$ cat config.mk
export PLATFORM = sky130hd
export DESIGN_NAME = fact_bcd_conv
export DESIGN_NICKNAME = d
export VERILOG_FILES = /design/src/rtl/fact_pkg.sv /design/src/rtl/bcd_digit_adj.sv /design/src/rtl/fact_bcd_conv.sv
export SDC_FILE = /design/constraint.sdc
export NUM_CORES = 1
export LEC_CHECK = 0
export BUFFER_PORTS_ARGS = -buffer_cell sky130_fd_sc_hd__buf_2
export CAP_MARGIN = 20
export CORE_MARGIN = 5
export CORE_UTILIZATION = 55
export DETAILED_ROUTE_END_ITERATION = 8
export GPL_ROUTABILITY_DRIVEN = 0
export GPL_TIMING_DRIVEN = 1
export PLACE_DENSITY_LB_ADDON = 0.12
export SLEW_MARGIN = 20
export SYNTH_ARGS = -nofsm -noshare
export SYNTH_HDL_FRONTEND = slang
export SYNTH_SLANG_ARGS = --single-unit
$ cat constraint.sdc
create_clock -name clk -period 1.82 [get_ports clk]
set_input_delay 0.182 -clock clk [delete_from_list [all_inputs] [get_ports clk]]
set_output_delay 0.182 -clock clk [all_outputs]
set_load 0.02 [all_outputs]
$ cat src/rtl/fact_pkg.sv
// ---------------------------------------------------------------------------
// fact_pkg
// Shared constants and types for the factorial result readout path.
//   FACT_W     : width of the binary factorial result
//   BCD_DIGITS : number of packed BCD digits produced
//   BCD_W      : width of the packed BCD word
//   BLANK_CODE : nibble used for a blanked leading digit
//   state_t    : converter sequencing states
// ---------------------------------------------------------------------------
package fact_pkg;

   localparam int        FACT_W     = 16;
   localparam int        BCD_DIGITS = 5;
   localparam int        BCD_W      = 4 * BCD_DIGITS;
   localparam logic [3:0] BLANK_CODE = 4'hF;

   typedef enum logic {
      IDLE  = 1'b0,
      SHIFT = 1'b1
   } state_t;

endpackage

$ cat src/rtl/bcd_digit_adj.sv
// ---------------------------------------------------------------------------
// bcd_digit_adj
// Combinational add-3 correction for one BCD digit of the double-dabble
// accumulator: a digit of 5 or more gets 3 added, so that the following left
// shift carries correctly into the next decade. No carry out of the digit.
// Ports:
//   i_digit : current 4-bit digit
//   o_digit : corrected 4-bit digit
// ---------------------------------------------------------------------------
module bcd_digit_adj
   import fact_pkg::*;
(
   input  logic [3:0] i_digit,
   output logic [3:0] o_digit
);

   // Pure 4-bit correction; inputs never exceed 9 so no wrap occurs.
   assign o_digit = (i_digit >= 4'd5) ? 4'(i_digit + 4'd3) : i_digit;

endmodule

$ cat src/rtl/fact_bcd_conv.sv
// ---------------------------------------------------------------------------
// fact_bcd_conv
// Captures the factorial result on its done strobe and converts it to packed
// BCD with a sequential shift-add-3 loop, one binary bit per clock.
// Ports:
//   clk       : system clock, rising edge
//   reset_n   : asynchronous active-low reset
//   in_valid  : capture strobe (factorial done)
//   din       : binary value to convert
//   busy      : conversion in progress, new strobes are ignored
//   out_valid : one-cycle strobe, bcd_out has just been updated
//   bcd_out   : packed BCD, most significant digit in the top nibble
//   dropped   : sticky flag, a strobe arrived while busy
// Optional build macro:
//   FACT_BCD_BLANK_EN : leading zero digits (never digit 0) are loaded as
//                       BLANK_CODE instead of 0.
// ---------------------------------------------------------------------------
module fact_bcd_conv
   import fact_pkg::*;
#(
   parameter int BIN_W  = FACT_W,
   parameter int DIGITS = BCD_DIGITS
)
(
   input  logic                  clk,
   input  logic                  reset_n,
   input  logic                  in_valid,
   input  logic [BIN_W-1:0]      din,
   output logic                  busy,
   output logic                  out_valid,
   output logic [4*DIGITS-1:0]   bcd_out,
   output logic                  dropped
);

   localparam int               CNT_W    = $clog2(BIN_W);
   localparam logic [CNT_W-1:0] CNT_LAST = CNT_W'(BIN_W - 1);

   state_t              r_state;
   logic [BIN_W-1:0]    r_bin;
   logic [4*DIGITS-1:0] r_acc;
   logic [CNT_W-1:0]    r_cnt;
   logic                r_busy;
   logic                r_outValid;
   logic [4*DIGITS-1:0] r_bcdOut;
   logic                r_dropped;

   logic [4*DIGITS-1:0] w_adj;
   logic [4*DIGITS-1:0] w_accNext;
   logic [4*DIGITS-1:0] w_load;

   // One correction cell per digit, all evaluated in parallel on the
   // current accumulator before it is shifted.
   for (genvar g = 0; g < DIGITS; g++) begin : gDigit
      bcd_digit_adj uAdj (
         .i_digit (r_acc[4*g +: 4]),
         .o_digit (w_adj[4*g +: 4])
      );
   end

   // Accumulator after this edge's shift: corrected digits move up one bit
   // and the binary MSB enters at the bottom.
   assign w_accNext = {w_adj[4*DIGITS-2:0], r_bin[BIN_W-1]};

`ifdef FACT_BCD_BLANK_EN
   logic w_lead;

   // Walk from the top digit down, replacing zeros until the first nonzero
   // digit; the units digit always shows so a zero result reads as "0".
   always_comb begin
      w_load = w_accNext;
      w_lead = 1'b1;
      for (int k = DIGITS - 1; k >= 1; k--) begin
         if (w_lead && (w_accNext[4*k +: 4] == 4'd0)) begin
            w_load[4*k +: 4] = BLANK_CODE;
         end else begin
            w_lead = 1'b0;
         end
      end
   end
`else
   assign w_load = w_accNext;
`endif

   // Sequencer: IDLE accepts a value, SHIFT runs BIN_W iterations and loads
   // the result on the last one. Outputs are registered here so out_valid is
   // a clean single-cycle strobe and bcd_out only moves on that load.
   always_ff @(posedge clk or negedge reset_n) begin
      if (!reset_n) begin
         r_state    <= IDLE;
         r_bin      <= '0;
         r_acc      <= '0;
         r_cnt      <= '0;
         r_busy     <= 1'b0;
         r_outValid <= 1'b0;
         r_bcdOut   <= '0;
         r_dropped  <= 1'b0;
      end else begin
         r_outValid <= 1'b0;
         case (r_state)
            IDLE: begin
               if (in_valid) begin
                  r_bin   <= din;
                  r_acc   <= '0;
                  r_cnt   <= '0;
                  r_busy  <= 1'b1;
                  r_state <= SHIFT;
               end
            end
            SHIFT: begin
               if (in_valid) begin
                  r_dropped <= 1'b1;
               end
               r_acc <= w_accNext;
               r_bin <= {r_bin[BIN_W-2:0], 1'b0};
               r_cnt <= r_cnt + CNT_W'(1);
               if (r_cnt == CNT_LAST) begin
                  r_bcdOut   <= w_load;
                  r_outValid <= 1'b1;
                  r_busy     <= 1'b0;
                  r_state    <= IDLE;
               end
            end
            default: begin
               r_state <= IDLE;
               r_busy  <= 1'b0;
            end
         endcase
      end
   end

   assign busy      = r_busy;
   assign out_valid = r_outValid;
   assign bcd_out   = r_bcdOut;
   assign dropped   = r_dropped;

endmodule
==> results.sh, run 1 <==
export IMPL_grt_pass1_wl_um=9810
export IMPL_avgSynthCellArea_um2=10.6
export IMPL_drive_gt1_share_pct=24.0
export IMPL_worst_pin_slew_ns=0.414
export IMPL_clk_insertion_delay_late_ns=0.33
export IMPL_start_util_pct=57.7
export IMPL_syn_area_um2=3000
export IMPL_fp_dieH_um=83.9
export IMPL_seq_power_share_pct=39.3
export IMPL_cts_tree="yes"
export IMPL_synth_area_leaders="dfrtp_1, mux2i_1, nand2_1"
export IMPL_whs_ns=0.111
export IMPL_crit_path_max_incr_delay_ns=0.41
export IMPL_slew_violations=0
export IMPL_p_sw_mw=2.45
export IMPL_grt_pass1_vias=2154
export IMPL_drv_cap=0
export IMPL_num_rows=26
export IMPL_setup_viol=0
export IMPL_routed_wl_um=5570
export IMPL_p_leak_nw=1.70
export IMPL_route_detailed_drc=0
export IMPL_outcome="completed"
export IMPL_area_growth_pct=16.3
export IMPL_grtUsageTotal_pct=17.3
export IMPL_drtAntennaViolNets=0
export IMPL_report_power_total_mw=6.31
export IMPL_dpl_hpwl_um=3730
export IMPL_hold_violations=0
export IMPL_place_ws_ns=0.214
export IMPL_clockPowerShare_pct=17.6
export IMPL_swShare_pct=38.8
export IMPL_pin_count=42
export IMPL_core_area_um2=5200
export IMPL_worstPathMaxFanout=4
export IMPL_crit_type="flop to flop"
export IMPL_die_area_um2=7040
export IMPL_wl_per_cell_um=13.8
export IMPL_clock_sink_count=64
export IMPL_hold_path_class="primary input to flop"
export IMPL_post_cts_buffers=0
export IMPL_final_period_utilization_pct=89.3
export IMPL_fin_tns_setup_ns=0
export IMPL_port_buffers=41
export IMPL_combPwrFrac_pct=43.1
export IMPL_synth_top_area_cell="dfrtp_1"
export IMPL_fmax_mhz=615
export IMPL_cp_data_arrival_time_ns=1.87
export IMPL_ys_types=30
export IMPL_cts_root_buffer="clkbuf_8"
export IMPL_nets=358
export IMPL_vias=2102
export IMPL_drtPass1Iterations=4
export IMPL_ys_seq_area_share_pct=53.4
export IMPL_cts_htree_levels=3
export IMPL_num_antenna_cells=0
export IMPL_ys_seq_elements=64
export IMPL_layout_min_cycle_time_ns=1.63
export IMPL_cts_resized_gates=0
export IMPL_synth_top_cell_area_share_pct=53.4
export IMPL_cp_end_kind="flop"
export IMPL_crit_chain="inv_1 -> ha_1 -> nand2b_1 -> a21oi_1 -> mux2_2 -> o21ai_0"
export IMPL_grt_max_degree=65
export IMPL_fin_skew_ns=0.00794
export IMPL_p_int_mw=3.86
export IMPL_clock_path_buffers=2
export IMPL_ir_drop_uv=746
export IMPL_die_w_um=83.9
export IMPL_fin_util_pct=67.1
export IMPL_worst_setup_path_start_kind="flop"
export IMPL_num_fill_cells=431
export IMPL_clk_pin_slew_ns=0.07
export IMPL_syn_inst=282
export IMPL_numCtsBuffers=9
export IMPL_syn_num_nets=312
export IMPL_worst_slack_ns=0.195
export IMPL_synth_warnings=0
export IMPL_p_per_area_nw_per_um2=1810
export IMPL_grt_setup_unrepaired="false"
export IMPL_slew_headroom_pct=72.4
export IMPL_postCtsHoldBufs=1
export IMPL_drt_initial_drc_count=110
export IMPL_gr_total_overflow=0
export IMPL_via_per_inst=5.22
export IMPL_crit_slowest_cell="dfrtp_1"
export IMPL_required_ns=2.06
export IMPL_antenna_found_initial=0
power by group through the flow:
stage                     logic [mW]  clock network [mW]  registers [mW]
after CTS                       2.76                1.14            2.48
after global placement          2.64                   0            2.47
after detailed placement        2.74                   0            2.50
after global routing            3.04                1.23            2.57
final                           2.72                1.11            2.48
after floorplan                 1.84                   0            2.67
Yosys cell counts, drive strengths merged:
| library cell | n |
|---|---|
| a21o | 7 |
| a21oi | 15 |
| a22o | 1 |
| a31o | 1 |
| and3 | 3 |
| buf | 11 |
| clkbuf | 3 |
| dfrtp | 64 |
| ha | 11 |
| inv | 13 |
| mux2 | 8 |
| mux2i | 19 |
| nand2 | 46 |
| nand2b | 5 |
| nand3 | 2 |
| nand4 | 1 |
| nor2 | 5 |
| nor3 | 3 |
| nor3b | 9 |
| o21ai | 34 |
| o22ai | 13 |
| o31ai | 1 |
| xnor2 | 6 |
| xor2 | 1 |
layout make-up:
cell class	instances	area (µm²)	area share, %
sequential	64	1600	45.9
multi-input combinational	191	1270	36.5
timing repair buffer	49	293	8.38
clock buffer	13	169	4.84
tap	70	87.6	2.51
inverter	13	51.3	1.47
clock inverter	3	15.0	0.430
cell families (layout without fill, tap and decap cells):
family	count (synthesis)	count (layout)	synth area share [%]
AO/OA/AOI/OAI	72	72	13.9
XOR/XNOR	7	7	2.04
adder cells (fa/ha/maj)	11	11	4.59
buffers and inverters	27	78	4.17
flip-flops	64	64	53.4
multiplexers	27	27	10.1
AND/OR/NAND/NOR	74	74	11.8
layer usage:
metal  GRT usage (%)  wire length, µm  up-vias
li1                -                -     1062
met1            23.4             2650     1000
met2            26.0             2590       38
met3            5.82              293        2
met4            5.99               26        0
met5               0                0        -
state kept, by name, summed over array words and instances, names as in the netlist:
signal     flops
busy           1
r_acc         20
bcd_out       20
r_cnt          4
r_bin         16
out_valid      1
dropped        1
r_state        1
path summary, 6_finish.rpt:
kind	cells after the start	from	endpoint	slack, ns
worst max-delay path	6	r_acc[12]$_DFFE_PN0P_	bcd_out[14]$_DFFE_PN0P_	0.19
worst min-delay path	3	din[0]	r_bin[0]$_DFFE_PN0P_	0.11
worst max register to register	6	r_acc[12]$_DFFE_PN0P_	bcd_out[14]$_DFFE_PN0P_	0.19
worst min register to register	1	dropped$_DFFE_PN0P_	dropped$_DFFE_PN0P_	0.46
max in group asynchronous	3	reset_n	r_bin[4]$_DFFE_PN0P_	1.15
min in group asynchronous	3	reset_n	bcd_out[15]$_DFFE_PN0P_	0.40
placed cells by master (no fill, tap or decap), drive strengths merged:
| cell type | instances |
|---|---|
| dlygate4sd3 | 1 |
| a22o | 1 |
| nand2 | 46 |
| clkinv | 3 |
| a21o | 7 |
| nor3b | 9 |
| nor3 | 3 |
| a31o | 1 |
| a21oi | 15 |
| clkbuf | 13 |
| ha | 11 |
| xnor2 | 6 |
| nand4 | 1 |
| buf | 48 |
| inv | 13 |
| and3 | 3 |
| nand2b | 5 |
| o22ai | 13 |
| dfrtp | 64 |
| mux2 | 8 |
| nor2 | 5 |
| o31ai | 1 |
| xor2 | 1 |
| nand3 | 2 |
| o21ai | 34 |
| mux2i | 19 |
critical path: cells and delay by family (launching register included):
family          cells  cell delay [ns]
flops               1             0.41
compound gates      2             0.38
mux                 1             0.37
fa+ha+maj           1             0.20
buf+inv             1             0.10
simple gates        1             0.08
through the flow:
stage | std cells | cell area [µm²]
floorplan | 282 | 3000
global placement | 386 | 3300
detailed placement | 386 | 3300
CTS | 403 | 3490
global route | 403 | 3490
finish | 403 | 3490
Note: power is estimated with default switching activity, not from simulation.
==> run 2: changes to the inputs <==
--- a/config.mk
+++ b/config.mk
@@ -12,7 +12,7 @@
 export DETAILED_ROUTE_END_ITERATION = 8
 export GPL_ROUTABILITY_DRIVEN = 0
 export GPL_TIMING_DRIVEN = 1
-export PLACE_DENSITY_LB_ADDON = 0.12
+export PLACE_DENSITY = 0.87
 export SLEW_MARGIN = 20
 export SYNTH_ARGS = -nofsm -noshare
 export SYNTH_HDL_FRONTEND = slang
==> run 2 against run 1 <==
Sequential share of layout area is 0.20 points lower. Global-route usage is 0.42 points higher. Worst hold slack worse by 0.0075 ns. Combinational power is 1% lower. Largest power group unchanged. Via count is 1.8% higher. Critical endpoint is now r_acc[18]$_DFFE_PN0P_. Cell area is 0.43% higher. Largest cell class unchanged. Critical path depth stayed put. Fmax is 1.6% lower. Die area stayed put. Sequential power hardly changed.
==> results.sh, run 2 (synthesized netlist as in run 1, its figures left out) <==
export IMPL_antenna_found_initial=0
export IMPL_setup_viol=0
export IMPL_slew_violations=0
export IMPL_startpoint="r_acc[16]$_DFFE_PN0P_"
export IMPL_swShare_pct=37.5
export IMPL_core_area_um2=5200
export IMPL_pin_count=42
export IMPL_place_ws_ns=0.188
export IMPL_clk_insertion_delay_late_ns=0.34
export IMPL_num_antenna_cells=0
export IMPL_combPwrFrac_pct=41.3
export IMPL_dpl_hpwl_um=3760
export IMPL_fmax_mhz=605
export IMPL_route_detailed_drc=0
export IMPL_vias=2140
export IMPL_worst_slack_ns=0.167
export IMPL_numCtsBuffers=9
export IMPL_grtUsageTotal_pct=17.7
export IMPL_clock_sink_count=64
export IMPL_worstPathMaxFanout=3
export IMPL_grt_pass1_wl_um=10100
export IMPL_drv_cap=0
export IMPL_fin_tns_setup_ns=0
export IMPL_cts_tree="yes"
export IMPL_min_delay_start="din[0]"
export IMPL_seq_power_share_pct=38.2
export IMPL_outcome="completed"
export IMPL_drtPass1Iterations=4
export IMPL_p_sw_mw=2.43
export IMPL_final_common_cell="dfrtp_1"
export IMPL_fin_util_pct=67.4
export IMPL_routed_wl_um=5540
export IMPL_slew_headroom_pct=65.0
export IMPL_num_fill_cells=410
export IMPL_required_ns=2.07
export IMPL_placed_cells=384
export IMPL_grt_setup_unrepaired="false"
export IMPL_report_power_total_mw=6.48
export IMPL_cts_htree_levels=3
export IMPL_hold_violations=0
export IMPL_drive_gt1_share_pct=23.0
export IMPL_grt_pass1_vias=2232
export IMPL_p_per_area_nw_per_um2=1850
export IMPL_num_rows=26
export IMPL_wl_per_cell_um=13.8
export IMPL_drt_initial_drc_count=117
export IMPL_fin_skew_ns=0.0107
export IMPL_area_growth_pct=16.8
export IMPL_cp_end_kind="flop"
export IMPL_nets=356
export IMPL_p_leak_nw=1.70
export IMPL_r2r_start="r_acc[16]$_DFFE_PN0P_"
export IMPL_drtAntennaViolNets=0
export IMPL_cts_root_buffer="clkbuf_8"
export IMPL_clk_pin_slew_ns=0.07
export IMPL_start_util_pct=57.7
export IMPL_clockPowerShare_pct=20.4
export IMPL_cp_data_arrival_time_ns=1.90
export IMPL_die_w_um=83.9
export IMPL_fp_dieH_um=83.9
export IMPL_gr_total_overflow=0
export IMPL_clock_path_buffers=2
export IMPL_final_period_utilization_pct=90.8
export IMPL_final_cells=401
export IMPL_ir_drop_uv=899
export IMPL_port_buffers=41
export IMPL_die_area_um2=7040
export IMPL_cts_resized_gates=0
export IMPL_via_per_inst=5.34
export IMPL_worst_setup_path_start_kind="flop"
export IMPL_layout_min_cycle_time_ns=1.65
export IMPL_worst_pin_slew_ns=0.524
export IMPL_crit_type="flop to flop"
export IMPL_grt_max_degree=65
export IMPL_final_cell_mix="dfrtp_1, nand2_1, buf_2, o21ai_0, mux2i_1"
export IMPL_p_int_mw=4.05
export IMPL_hold_path_class="primary input to flop"
run 2: cell count changes in the layout (fill, tap and decap cells not counted), sizes merged:
| cell | previous run | this run |
|---|---|---|
| bufinv | 0 | 2 |
| clkinv | 3 | 1 |
| buf | 48 | 46 |
run 2: final cells by class:
type / instances / area, µm² / share of cell area, %
clock buffers: 13 / 149 / 4.25
clock inverters: 3 / 65.1 / 1.86
inverters: 13 / 51.3 / 1.46
multi-input cells: 191 / 1270 / 36.4
flip-flops and latches: 64 / 1600 / 45.7
well taps: 70 / 87.6 / 2.50
repair buffers: 47 / 278 / 7.92
run 2: metrics by stage:
stage / hold slack [ns] / instance area, µm²
4_1_cts: 0.0895 / 3510
6_report: 0.103 / 3510
3_3_place_gp: 0.220 / 3280
5_1_grt: 0.139 / 3510
3_5_place_dp: 0.232 / 3280
2_1_floorplan: -0.114 / 3000
run 2: what timing repair did:
item | CTS | global route
endpoints found under the setup margin | 0 | 0
endpoints found under the hold margin | 64 | 0
hold buffers | 1 | 0
buffers inserted | 0 | 0
run 2: final timing paths:
path / endpoint / slack [ns] / cells after the start
setup / recovery: r_acc[18]$_DFFE_PN0P_ / 0.17 / 6
hold / removal: r_bin[0]$_DFFE_PN0P_ / 0.10 / 3
hold reg to reg: bcd_out[0]$_DFFE_PN0P_ / 0.47 / 2
max in group asynchronous: r_bin[13]$_DFFE_PN0P_ / 1.13 / 3
min in group asynchronous: bcd_out[17]$_DFFE_PN0P_ / 0.39 / 3
setup reg to reg: r_acc[18]$_DFFE_PN0P_ / 0.17 / 6
run 2: worst max-delay path, cell delays in order (launching register included):
cell	delay [ns]
dfrtp_1	0.40
inv_1	0.11
ha_1	0.21
nand2b_1	0.07
a21oi_1	0.23
mux2_2	0.37
o22ai_1	0.17
run 2: power groups by stage:
stage               Clock, mW  Combinational, mW  Sequential, mW
floorplan                   0               1.84            2.67
global placement            0               2.60            2.46
detailed placement          0               2.71            2.50
CTS                      1.35               2.72            2.48
global route             1.42               3.05            2.58
finish                   1.33               2.68            2.48
run 2: metal layers:
layer | GRT usage, % | up-vias | routed length [µm]
li1 | - | 1068 | -
met1 | 23.3 | 1019 | 2590
met2 | 27.3 | 48 | 2580
met3 | 5.63 | 5 | 306
met4 | 6.87 | 0 | 62
met5 | 0 | - | 0
